<file path="src/rtl/agat9_kbd_host_rx.sv">
// agat9_kbd_host_rx
//   Host-side receiver for the Agat-9 keyboard connector. Generates the
//   keyboard scan clock, deserializes framed LSB-first key codes sampled on
//   the falling edge of that clock, and holds the last code behind a sticky
//   strobe for the CPU. The keyboard reset and Rus/Lat lines are
//   synchronized; the reset line is additionally filtered into a single
//   request pulse.
//
// Ports
//   clock, reset   system clock, synchronous active-high reset
//   kbd_clock      scan clock to keyboard (idles high)
//   kbd_data       serial data from keyboard (asynchronous)
//   kbd_reset_n    keyboard reset request, active-low (asynchronous)
//   kbd_rus_lat    keyboard Rus/Lat level (asynchronous)
//   kbd_reply      1 = host ready for a new code (advisory)
//   key_code       last delivered code
//   key_strobe     sticky new-code flag
//   key_ack        one-cycle CPU read pulse; clears strobe/overrun/frame_err
//   overrun        sticky: a code was dropped while strobe was set
//   frame_err      sticky: stop bit sampled low
//   rus_lat        synchronized kbd_rus_lat
//   reset_req      one-cycle pulse per filtered keyboard reset
module agat9_kbd_host_rx #(
  parameter int CLK_DIV     = 16,
  parameter int DATA_BITS   = 7,
  parameter int SYNC_STAGES = 2,
  parameter int RST_FILT    = 64
) (
  input  logic                 clock,
  input  logic                 reset,
  output logic                 kbd_clock,
  input  logic                 kbd_data,
  input  logic                 kbd_reset_n,
  input  logic                 kbd_rus_lat,
  output logic                 kbd_reply,
  output logic [DATA_BITS-1:0] key_code,
  output logic                 key_strobe,
  input  logic                 key_ack,
  output logic                 overrun,
  output logic                 frame_err,
  output logic                 rus_lat,
  output logic                 reset_req
);

  localparam int DIV_W  = $clog2(CLK_DIV + 1);
  localparam int BIT_W  = $clog2(DATA_BITS + 1);
  localparam int FILT_W = $clog2(RST_FILT + 1);

  localparam logic [DIV_W-1:0]       DIV_LAST  = DIV_W'(CLK_DIV - 1);
  localparam logic [BIT_W-1:0]       BIT_LAST  = BIT_W'(DATA_BITS - 1);
  localparam logic [FILT_W-1:0]      FILT_LAST = FILT_W'(RST_FILT - 1);
  localparam logic [SYNC_STAGES-1:0] SYNC_ONES = '1;
  // The Rus/Lat chain's last stage is the rus_lat output itself, which
  // must come out of reset low while the earlier stages idle high.
  localparam logic [SYNC_STAGES-1:0] RL_INIT   = SYNC_ONES >> 1;

  typedef enum logic [1:0] {S_IDLE, S_DATA, S_STOP, S_WAIT} state_t;

  logic [DIV_W-1:0]       div_cnt;
  logic                   div_wrap;
  logic                   tick;
  logic [SYNC_STAGES-1:0] data_sync;
  logic [SYNC_STAGES-1:0] rstn_sync;
  logic [SYNC_STAGES-1:0] rl_sync;
  logic                   sd;
  logic                   rn;
  state_t                 state, state_nx;
  logic [BIT_W-1:0]       bitcnt, bitcnt_nx;
  logic [DATA_BITS-1:0]   shreg, shreg_nx;
  logic                   deliver_nx, ferr_nx;
  logic                   deliver_p1;
  logic                   ack_eff;
  logic [FILT_W-1:0]      filt_cnt;
  logic                   armed;

  // ---- scan clock divider; sample tick = the 1->0 toggle of kbd_clock
  assign div_wrap = (div_cnt == DIV_LAST);
  assign tick     = div_wrap & kbd_clock;

  always_ff @(posedge clock) begin
    if (reset) begin
      div_cnt   <= '0;
      kbd_clock <= 1'b1;
    end else if (div_wrap) begin
      div_cnt   <= '0;
      kbd_clock <= ~kbd_clock;
    end else begin
      div_cnt   <= div_cnt + 1'b1;
    end
  end

  // ---- input synchronizers
  always_ff @(posedge clock) begin
    if (reset) begin
      data_sync <= SYNC_ONES;
      rstn_sync <= SYNC_ONES;
      rl_sync   <= RL_INIT;
    end else begin
      data_sync <= (data_sync << 1) | SYNC_STAGES'(kbd_data);
      rstn_sync <= (rstn_sync << 1) | SYNC_STAGES'(kbd_reset_n);
      rl_sync   <= (rl_sync << 1)   | SYNC_STAGES'(kbd_rus_lat);
    end
  end

  assign sd      = data_sync[SYNC_STAGES-1];
  assign rn      = rstn_sync[SYNC_STAGES-1];
  assign rus_lat = rl_sync[SYNC_STAGES-1];

  // ---- frame FSM, advances only on sample ticks
  always_comb begin
    state_nx   = state;
    bitcnt_nx  = bitcnt;
    shreg_nx   = shreg;
    deliver_nx = 1'b0;
    ferr_nx    = 1'b0;
    if (tick) begin
      case (state)
        S_IDLE: begin
          if (!sd) begin
            state_nx  = S_DATA;
            bitcnt_nx = '0;
          end
        end
        S_DATA: begin
          shreg_nx  = {sd, shreg[DATA_BITS-1:1]};
          bitcnt_nx = bitcnt + 1'b1;
          if (bitcnt == BIT_LAST) state_nx = S_STOP;
        end
        S_STOP: begin
          if (sd) begin
            deliver_nx = 1'b1;
            state_nx   = S_IDLE;
          end else begin
            ferr_nx  = 1'b1;
            state_nx = S_WAIT;
          end
        end
        S_WAIT: begin
          // Hold off until the line returns idle-high so a broken frame
          // cannot be mistaken for a new start bit.
          if (sd) state_nx = S_IDLE;
        end
        default: state_nx = S_IDLE;
      endcase
    end
  end

  always_ff @(posedge clock) begin
    if (reset) begin
      state      <= S_IDLE;
      bitcnt     <= '0;
      shreg      <= '0;
      deliver_p1 <= 1'b0;
    end else begin
      state      <= state_nx;
      bitcnt     <= bitcnt_nx;
      shreg      <= shreg_nx;
      deliver_p1 <= deliver_nx;
    end
  end

  // ---- CPU-facing holding register (delivery one cycle after STOP tick)
  assign ack_eff = key_ack & key_strobe;

  always_ff @(posedge clock) begin
    if (reset) begin
      key_code   <= '0;
      key_strobe <= 1'b0;
      overrun    <= 1'b0;
      frame_err  <= 1'b0;
      kbd_reply  <= 1'b1;
    end else begin
      kbd_reply <= ~key_strobe;
      // A read in the delivery cycle frees the slot, so the new code lands.
      if (deliver_p1 && (!key_strobe || key_ack)) begin
        key_code   <= shreg;
        key_strobe <= 1'b1;
      end else if (ack_eff) begin
        key_strobe <= 1'b0;
      end
      if (deliver_p1 && key_strobe && !key_ack) overrun <= 1'b1;
      else if (ack_eff)                         overrun <= 1'b0;
      if (ferr_nx)      frame_err <= 1'b1;
      else if (ack_eff) frame_err <= 1'b0;
    end
  end

  // ---- keyboard reset filter: one pulse per long-enough low period
  always_ff @(posedge clock) begin
    if (reset) begin
      filt_cnt  <= '0;
      armed     <= 1'b1;
      reset_req <= 1'b0;
    end else begin
      reset_req <= 1'b0;
      if (rn) begin
        filt_cnt <= '0;
        armed    <= 1'b1;
      end else if (armed) begin
        if (filt_cnt == FILT_LAST) begin
          reset_req <= 1'b1;
          armed     <= 1'b0;
          filt_cnt  <= '0;
        end else begin
          filt_cnt <= filt_cnt + 1'b1;
        end
      end
    end
  end

endmodule

</file>
<file path="config.mk">
export PLATFORM = sky130hd
export DESIGN_NAME = agat9_kbd_host_rx
export DESIGN_NICKNAME = d
export VERILOG_FILES = /design/src/rtl/agat9_kbd_host_rx.sv
export SDC_FILE = /design/constraint.sdc
export NUM_CORES = 1
export LEC_CHECK = 0
export ABC_CLOCK_PERIOD_IN_PS = 3250
export CAP_MARGIN = 20
export CELL_PAD_IN_SITES_DETAIL_PLACEMENT = 1
export CELL_PAD_IN_SITES_GLOBAL_PLACEMENT = 2
export CORE_AREA = 4 4 72 74
export CTS_BUF_LIST = sky130_fd_sc_hd__clkbuf_4 sky130_fd_sc_hd__clkbuf_8
export DETAILED_ROUTE_END_ITERATION = 8
export DIE_AREA = 0 0 76 78
export GPL_TIMING_DRIVEN = 1
export PLACE_DENSITY_LB_ADDON = 0.12
export SLEW_MARGIN = 20
export SYNTH_ARGS = -nofsm -noshare
export SYNTH_HDL_FRONTEND = slang
export SYNTH_SLANG_ARGS = --single-unit
</file>
<file path="constraint.sdc">
create_clock -name clock -period 3.25 [get_ports clock]
set_input_delay 0.65 -clock clock [delete_from_list [all_inputs] [get_ports clock]]
set_output_delay 0.65 -clock clock [all_outputs]
set_load 0.05 [all_outputs]
</file>
# Word level (Yosys, flattened, before mapping)
# Index checks and enable logic that the tools add are counted.
# Widths: inputs -> output; s select.
dict set report totals {
  input_bits 6
  elab_cells 76
  out_inout_bits 14
  reg_bits 45
}
dict set report op_classes {
  n_eq_ne 9
  n_addsub 3
  muxes 19
  n_reduce_logical 18
  bitwise 10
}
# op count
set op_table {}
lappend op_table {{$mux 1} 11}
lappend op_table {{$mux 2} 4}
lappend op_table {{$pmux 2 s4} 1}
lappend op_table {{$reduce_bool 2->1} 4}
lappend op_table {{$add 7x1->7 const B} 1}
lappend op_table {{$eq 7x6->1 const B} 1}
lappend op_table {{$mux 7} 1}
lappend op_table {{$ne 2x2->1 const B} 3}
lappend op_table {{$or 2x1->2} 3}
lappend op_table {{$pmux 3 s2} 1}
lappend op_table {{$reduce_or 3->1} 2}
lappend op_table {{$add 5x1->5 const B} 1}
lappend op_table {{$eq 5x4->1 const B} 1}
lappend op_table {{$not 1->1} 5}
lappend op_table {{$eq 2x2->1 const B} 2}
lappend op_table {{$reduce_and 4->1} 1}
lappend op_table {{$reduce_or 2->1} 2}
lappend op_table {{$add 3x1->3 const B} 1}
lappend op_table {{$eq 3x3->1 const B} 1}
lappend op_table {{$logic_and 1x1->1} 3}
lappend op_table {{$mux 3} 1}
lappend op_table {{$reduce_and 3->1} 1}
lappend op_table {{$and 1x1->1} 2}
lappend op_table {{$eq 2x1->1 const B} 1}
lappend op_table {{4 further kinds} 5}

# Logic depth before layout (Yosys ltp)
# Gate-level depths: netlist (run 1).
dict set report depth {
  depth_word 4
  ltp_mapped 7
  depth_no_buf 6
}

# Worst setup path after synthesis (run 1)
# OpenSTA, ideal clock, no wires.
dict set report synth_path {
  path_kind {register to register}
  startpoint {register div_cnt[0]}
  endpoint {register state[1]}
  stages_incl_launch_ff 8
  setup_ns 0.128
  n_path_buf 1
  t_arrival_ns 1.463
  slack_ns 1.659
  required_ns 3.122
  cell_sequence {dfxtp_1 -> ha_1 -> and3_1 -> ha_1 -> and4b_1 -> buf_2 -> a32oi_1 -> nor2_1}
}
dict set report synth_between {
  elab_chain_len 3
}
# element line_no
set synth_rtl {}
lappend synth_rtl {{start: declaration} 59} ;# logic [DIV_W-1:0] div_cnt;
lappend synth_rtl {{start signal: assignment} 88} ;# div_cnt <= div_cnt + 1'b1;
lappend synth_rtl {{$eq 5x4->1} 77} ;# assign div_wrap = (div_cnt == DIV_LAST);
lappend synth_rtl {{$and 1x1->1} 78} ;# assign tick = div_wrap & kbd_clock;
lappend synth_rtl {{$reduce_and 4->1 (no line)} n/a}
lappend synth_rtl {{end signal: assignment} 155} ;# state <= state_nx;
lappend synth_rtl {{end: declaration} 67} ;# state_t state, state_nx;
# No other way between the ends.
# A chain may end at the register's enable or synchronous reset.

# Worst setup path in the final report (run 1)
dict set report layout_path {
  startpoint {register kbd_clock}
  endpoint {output kbd_clock}
}
# element line_no
set layout_rtl {}
lappend layout_rtl {{start: declaration} 31} ;# output logic kbd_clock,
lappend layout_rtl {{start signal: assignment} 86} ;# kbd_clock <= ~kbd_clock;
# No word-level cell between the ends.

==> summary.txt, run 1 <==
Outcome
  – Outcome: complete, no violations

Synth
  – Area share of the largest cell type after synthesis: approximately 53%
  – Distinct cells, synth: 35
  – Register bit total from synthesis: 45
  – Syn Std Cell Area: roughly 1700 um^2
  – Synth warn: 0
  – Sequential element share of the synthesized area: approximately 53%
  – Asr flop ratio synth: 0%
  – Main synth FF type: dfxtp_1
  – Syn_area_per_cell: a little over 9 um^2
  – Synth top area cells: dfxtp_1 53%, a21oi_1 5.9%, nand2_1 4.9%, ha_1 3.7%, nand3_1 3.3%
  – Synth area leader: dfxtp_1
  – Post-Syn Nets: 191
  – Cell count after synthesis: 180
  – Count leader, synth: dfxtp_1
  – Post-synth top cells: 45 x dfxtp_1, 22 x nand2_1, 20 x a21oi_1
  – Post-synth EDFFs: 0

Placed design
  – Dpl hpwl: about 2500 um
  – Buffers added on ports: 19
  – Placer Congestion: around 0.76

Die
  – Die Wd: 76 um
  – Core region area: between 4000 and 5000 um^2
  – Initial Util: 36.6%
  – Die Ht: roughly 78 um
  – Ports: 20
  – Core Rows: 25
  – Die area: about 5900 um^2

STA
  – Endpoints failing hold: 0
  – Worst-margin pin slew: 0.707 ns
  – Final period util: 69.8%
  – Clock Skew: 0.00599 ns
  – Final worst path period need: approximately 2.3 ns
  – Slew Limit Headroom: a little over half
  – Setup TNS: 0 ns
  – Fmax achieved: approximately 0.44 GHz
  – Final setup vio count: 0
  – Unrepaired setup endpoints after global routing: false
  – Slew Limit Fails: 0

GRT
  – Vias in the first global route: ~1400
  – First-pass GRT wire length: approximately 6300 um
  – Largest net degree at the start of global routing: 22
  – Initial antenna violation count: 0
  – Total GRT Usage: about an eighth
  – Overflow after GRT: 0

Critical path
  – CP Max Fanout: 8
  – Crit-path max cell delay: ~0.85 ns
  – WS Path Type: reg -> out
  – Critical Path AT: 1.62 ns
  – Crit-path cells: clkdlybuf4s50_1
  – CP top delay family: buffers and inverters
  – Slowest cell on the critical path: clkdlybuf4s50_1
  – Worst setup EP type: primary output
  – CP Buf/Inv Count: 1
  – Crit start category: register
  – CP required: about 2.6 ns

Clocking
  – Clock Sinks: 45
  – CTS H-Tree Depth: 2
  – Num CTS Buffers: 5
  – Resized cells post-CTS: 0
  – TritonCTS clock tree: done
  – Cts hold-fix bufs: 0
  – Root Driver: clkbuf_8
  – Clk_lat worst skew: approximately 0.29 ns
  – Postcts setup bufs: 0
  – Clock transition at the registers of the reported paths: ~0.080 ns
  – CTS max path bufs: 2

Power and ir drop
  – Internal Power: slightly above 0.7 mW
  – Clock power share: 35.9%
  – Logic pwr share: 3.4%
  – VDD IR max: approximately 210 uV
  – Seq pwr share: between 60% and 70%
  – Leakage power: 0.671 nW
  – P_sw: between 0.2 and 0.25 mW
  – Power density over the cells: 463 nW/um^2
  – Switching share of power: about 22%

Route
  – DRT iter0 DRCs: 60
  – DRC: 0
  – DR vias/cell: 5.13
  – DRT Pass-1 Iters: 4
  – Via count: 1303
  – Antenna Violating Nets Remaining: 0
  – Final WL: roughly 3500 um
  – Drt wl/cell: around 14 um

Final layout
  – Nets: 210
  – Finished Core Util: between 40% and 50%
  – Reg area: 901 um^2
  – Fill cell count: 531
  – N_diodes: 0
  – Share of layout cells above drive strength 1: 8.50%
  – Layout overhead on the synthesized area: 18.7%
  – Multi-input combinational cell area: ~720 um^2

Run
  – # Max-Cap Violations: 0

Min path
  – Worst min path class: reg -> reg
## stage by stage
step           hold slack (ns)  worst slack (ns)  std cells  total power [mW]  area, um^2
3_3_place_gp             0.395             0.979        246             0.606        1910
5_1_grt                  0.456             0.904        254             0.977        2000
2_1_floorplan            0.389              1.66        180             0.593        1680
6_report                 0.415             0.983        254             0.926        2000
4_1_cts                  0.416             0.971        254             0.946        2000
3_5_place_dp             0.394             0.947        246             0.607        1910
## final timing paths
check / from / endpoint / slack (ns) / cells after the start
setup / recovery: kbd_clock / kbd_clock / 0.98 / 1
hold / removal: rstn_sync[0] / rstn_sync[1] / 0.41 / 1
setup reg to reg: div_cnt[0] / bitcnt[2] / 1.15 / 6
hold reg to reg: rstn_sync[0] / rstn_sync[1] / 0.41 / 1
## state kept, by name, indices dropped and copies added, names as in the netlist
signal / flops
filt_cnt: 7
key_code: 7
shreg: 7
div_cnt: 5
bitcnt: 3
data_sync: 2
rl_sync: 2
rstn_sync: 2
state: 2
armed: 1
deliver_p1: 1
frame_err: 1
kbd_clock: 1
kbd_reply: 1
key_strobe: 1
overrun: 1
reset_req: 1
## layer usage
| metal | GRT usage, % | vias up | part of all wire (%) |
|---|---|---|---|
| met4 | 4.80 | 0 | 1.6 |
| met3 | 4.87 | 6 | 3.9 |
| li1 | - | 662 | - |
| met2 | 19.1 | 17 | 43 |
| met1 | 17.6 | 618 | 51 |
| met5 | 0 | - | 0 |
## power by group through the flow
stage / clock network [mW] / registers [mW] / logic (mW)
2_1_floorplan: 0 / 0.577 / 0.0156
3_3_place_gp: 0 / 0.575 / 0.0307
3_5_place_dp: 0 / 0.576 / 0.0317
4_1_cts: 0.352 / 0.563 / 0.0319
5_1_grt: 0.378 / 0.564 / 0.0348
6_report: 0.332 / 0.563 / 0.0312
## placed cells by master (no fill, tap or decap), types with 2 or more instances in the layout
master,n
nand4b_1,2
nand3_1,11
a21oi_1,20
dfxtp_1,45
ha_1,5
a311oi_1,3
nand2_1,22
nor3_1,6
nor2_1,6
clkdlybuf4s50_1,19
clkbuf_8,5
clkinv_2,2
nor2b_1,4
xnor2_1,2
buf_4,2
nand2b_1,4
xor2_1,4
inv_1,4
or2_2,6
o21ai_0,11
## layout make-up
type | count | area share (%)
Tap cell | 54 | 3.38
Clock buffer | 5 | 3.44
Inverter | 4 | 0.751
Timing Repair Buffer | 21 | 10.3
Clock inverter | 3 | 0.876
Multi-Input combinational cell | 122 | 36.2
Sequential cell | 45 | 45.1
## logic make-up after synthesis
logic type / synth area share (%)
xor gates and xnor gates: 3.12
and+or+nand+nor: 21.8
adders and majority gates: 3.71
DFF: 53.5
muxes: 0.594
buffers and inverters: 3.49
AOI/OAI and AO/OA: 13.8
Note: power is estimated with default switching activity, not from simulation.
==> inputs of run 2 (changes only) <==
- ABC_CLOCK_PERIOD_IN_PS: 3250 -> 2300
- CORE_AREA: 4 4 72 74 -> 4 4 75 77
- DIE_AREA: 0 0 76 78 -> 0 0 79 81
- clock period: 3.25 -> 2.3 ns (I/O delays scaled with it)
==> summary.txt, run 2 (synthesis gave the netlist of run 1 again) <==
Final layout
  – N_diodes: 0
  – Largest regs: filt_cnt: 7 flops, key_code: 7 flops, shreg: 7 flops
  – Most frequent cells in the layout: 45 x dfxtp_1, 22 x nand2_1, 20 x a21oi_1
  – Fin cells: between 200 and 300
  – Layout overhead on the synthesized area: 23.1%
  – Share of layout cells above drive strength 1: 8.96%
  – Finished Core Util: about two fifths
  – Nets: between 200 and 250
  – Reg area: between 900 and 1000 um^2
  – Multi-input combinational cell area: 724 um^2
  – Leading cell type in the layout, fill and taps excluded: dfxtp_1
  – Fill cell count: around 600

Clocking
  – CTS max path bufs: 2
  – Clock Sinks: 45
  – Num CTS Buffers: 5
  – CTS H-Tree Depth: 2
  – Resized cells post-CTS: 0
  – Cts hold-fix bufs: 0
  – Root Driver: clkbuf_8
  – Clock transition at the registers of the reported paths: about 0.080 ns
  – TritonCTS clock tree: done
  – Clk_lat worst skew: 0.29 ns
  – Postcts setup bufs: 0

GRT
  – Initial antenna violation count: 0
  – First-pass GRT wire length: 6270 um
  – Overflow after GRT: 0
  – Total GRT Usage: approximately 13%
  – Largest net degree at the start of global routing: 31
  – Vias in the first global route: between 1000 and 1500

STA
  – Final setup vio count: 0
  – Endpoints failing hold: 0
  – Setup TNS: 0 ns
  – Final period util: a little under 90%
  – Clock Skew: ~0.0027 ns
  – Unrepaired setup endpoints after global routing: false
  – Slew Limit Fails: 0
  – Slew Limit Headroom: around two thirds
  – Final worst path period need: roughly 2.1 ns
  – Worst-margin pin slew: about 0.51 ns
  – Worst hold slack: approximately 0.42 ns
  – Fmax achieved: approximately 0.5 GHz

Route
  – DRT Pass-1 Iters: 4
  – Met1 WL: between 1500 and 2000 um
  – Routed met2 length: between 1500 and 2000 um
  – Via count: around 1300
  – Met3 Wirelength: approximately 150 um
  – DR vias/cell: slightly below 5
  – Highest routed layer: met4
  – Final WL: 3720 um
  – DRC: 0
  – Antenna Violating Nets Remaining: 0
  – Drt wl/cell: between 10 and 15 um
  – DRT iter0 DRCs: between 60 and 70

Die
  – Core Rows: 26
  – Core region area: ~5000 um^2
  – Ports: 20
  – Die area: approximately 6400 um^2
  – Die Wd: 79 um
  – Die Ht: between 80 and 90 um
  – Initial Util: 33.6%

Placed design
  – Buffers added on ports: 19
  – Dpl hpwl: between 2000 and 3000 um
  – Dpl cells: between 200 and 300
  – Placer Congestion: 0.791

Critical path
  – Origin of the worst setup path: kbd_clock
  – CP top delay family: buffers and inverters
  – CP required: approximately 1.8 ns
  – WS Path Type: reg -> out
  – Worst setup EP type: primary output
  – Critical Path AT: 1.60 ns
  – CP Max Fanout: 8
  – FF-to-FF Start: div_cnt[0]
  – Crit-path cells: clkdlybuf4s50_1
  – Crit-path max cell delay: 0.86 ns
  – Slowest cell on the critical path: clkdlybuf4s50_1
  – CP Buf/Inv Count: 1
  – Crit start category: register

Power and ir drop
  – Leakage power: 0.699 nW
  – Switching share of power: around a fifth
  – Logic pwr share: approximately 3.2%
  – Seq pwr share: between 50% and 60%
  – Power density over the cells: just over 700 nW/um^2
  – Pwr Total: 1.46 mW
  – VDD IR max: about 360 uV
  – Clock power share: 42.4%
  – Internal Power: ~1.2 mW
  – P_sw: between 0.2 and 0.3 mW

Min path
  – Worst min path class: reg -> reg
  – Hold path startpoint: data_sync[0]

Outcome
  – Outcome: complete, no violations

Run
  – # Max-Cap Violations: 0
## run 2: cell count changes in the layout (fill, tap and decap cells not counted)
cell and change:
buf_12 +1, clkbuf_8 +1, bufinv_16 +1, clkinvlp_4 -1, clkinv_2 -2, clkbuf_4 +1
## run 2: path summary, 6_finish.rpt
kind	end	slack (ns)	cells past startpoint
max	kbd_clock	0.24	1
min reg2reg	data_sync[1]	0.42	1
max reg2reg	bitcnt[2]	0.47	6
min	data_sync[1]	0.42	1
## run 2: area by class of cell
class | count | share of cell area (%)
clock inverters | 1 | 1.45
clock buffers | 7 | 4.35
repair buffers | 22 | 10.9
multi-input cells | 122 | 34.9
inverters | 4 | 0.724
well taps | 70 | 4.22
flip-flops and latches | 45 | 43.5
## run 2: per-stage QoR
step / setup WS, ns / area [um^2]
global placement: 0.574 / 1950
CTS: 0.228 / 2070
detailed placement: 0.456 / 1950
global route: 0.155 / 2070
floorplan: 0.709 / 1680
finish: 0.241 / 2070
## run 2: power by group through the flow
| stage | clock [mW] | combinational, mW | sequential [mW] |
|---|---|---|---|
| after CTS | 0.640 | 0.0487 | 0.795 |
| after floorplan | 0 | 0.0221 | 0.816 |
| after global routing | 0.681 | 0.0528 | 0.797 |
| final | 0.620 | 0.0473 | 0.795 |
| after detailed placement | 0 | 0.0483 | 0.814 |
| after global placement | 0 | 0.0462 | 0.813 |
## run 2: metal layers
layer	up-vias	global-route usage, %
met3	7	4.32
met2	25	21.6
met5	-	0
li1	670	-
met1	645	14.4
met4	0	4.64
==> inputs of run 3 (changes only) <==
- CAP_MARGIN: 20 -> not set
==> results of run 3 <==
Same layout as run 2: the final DEF is identical, and so are final timing and power.
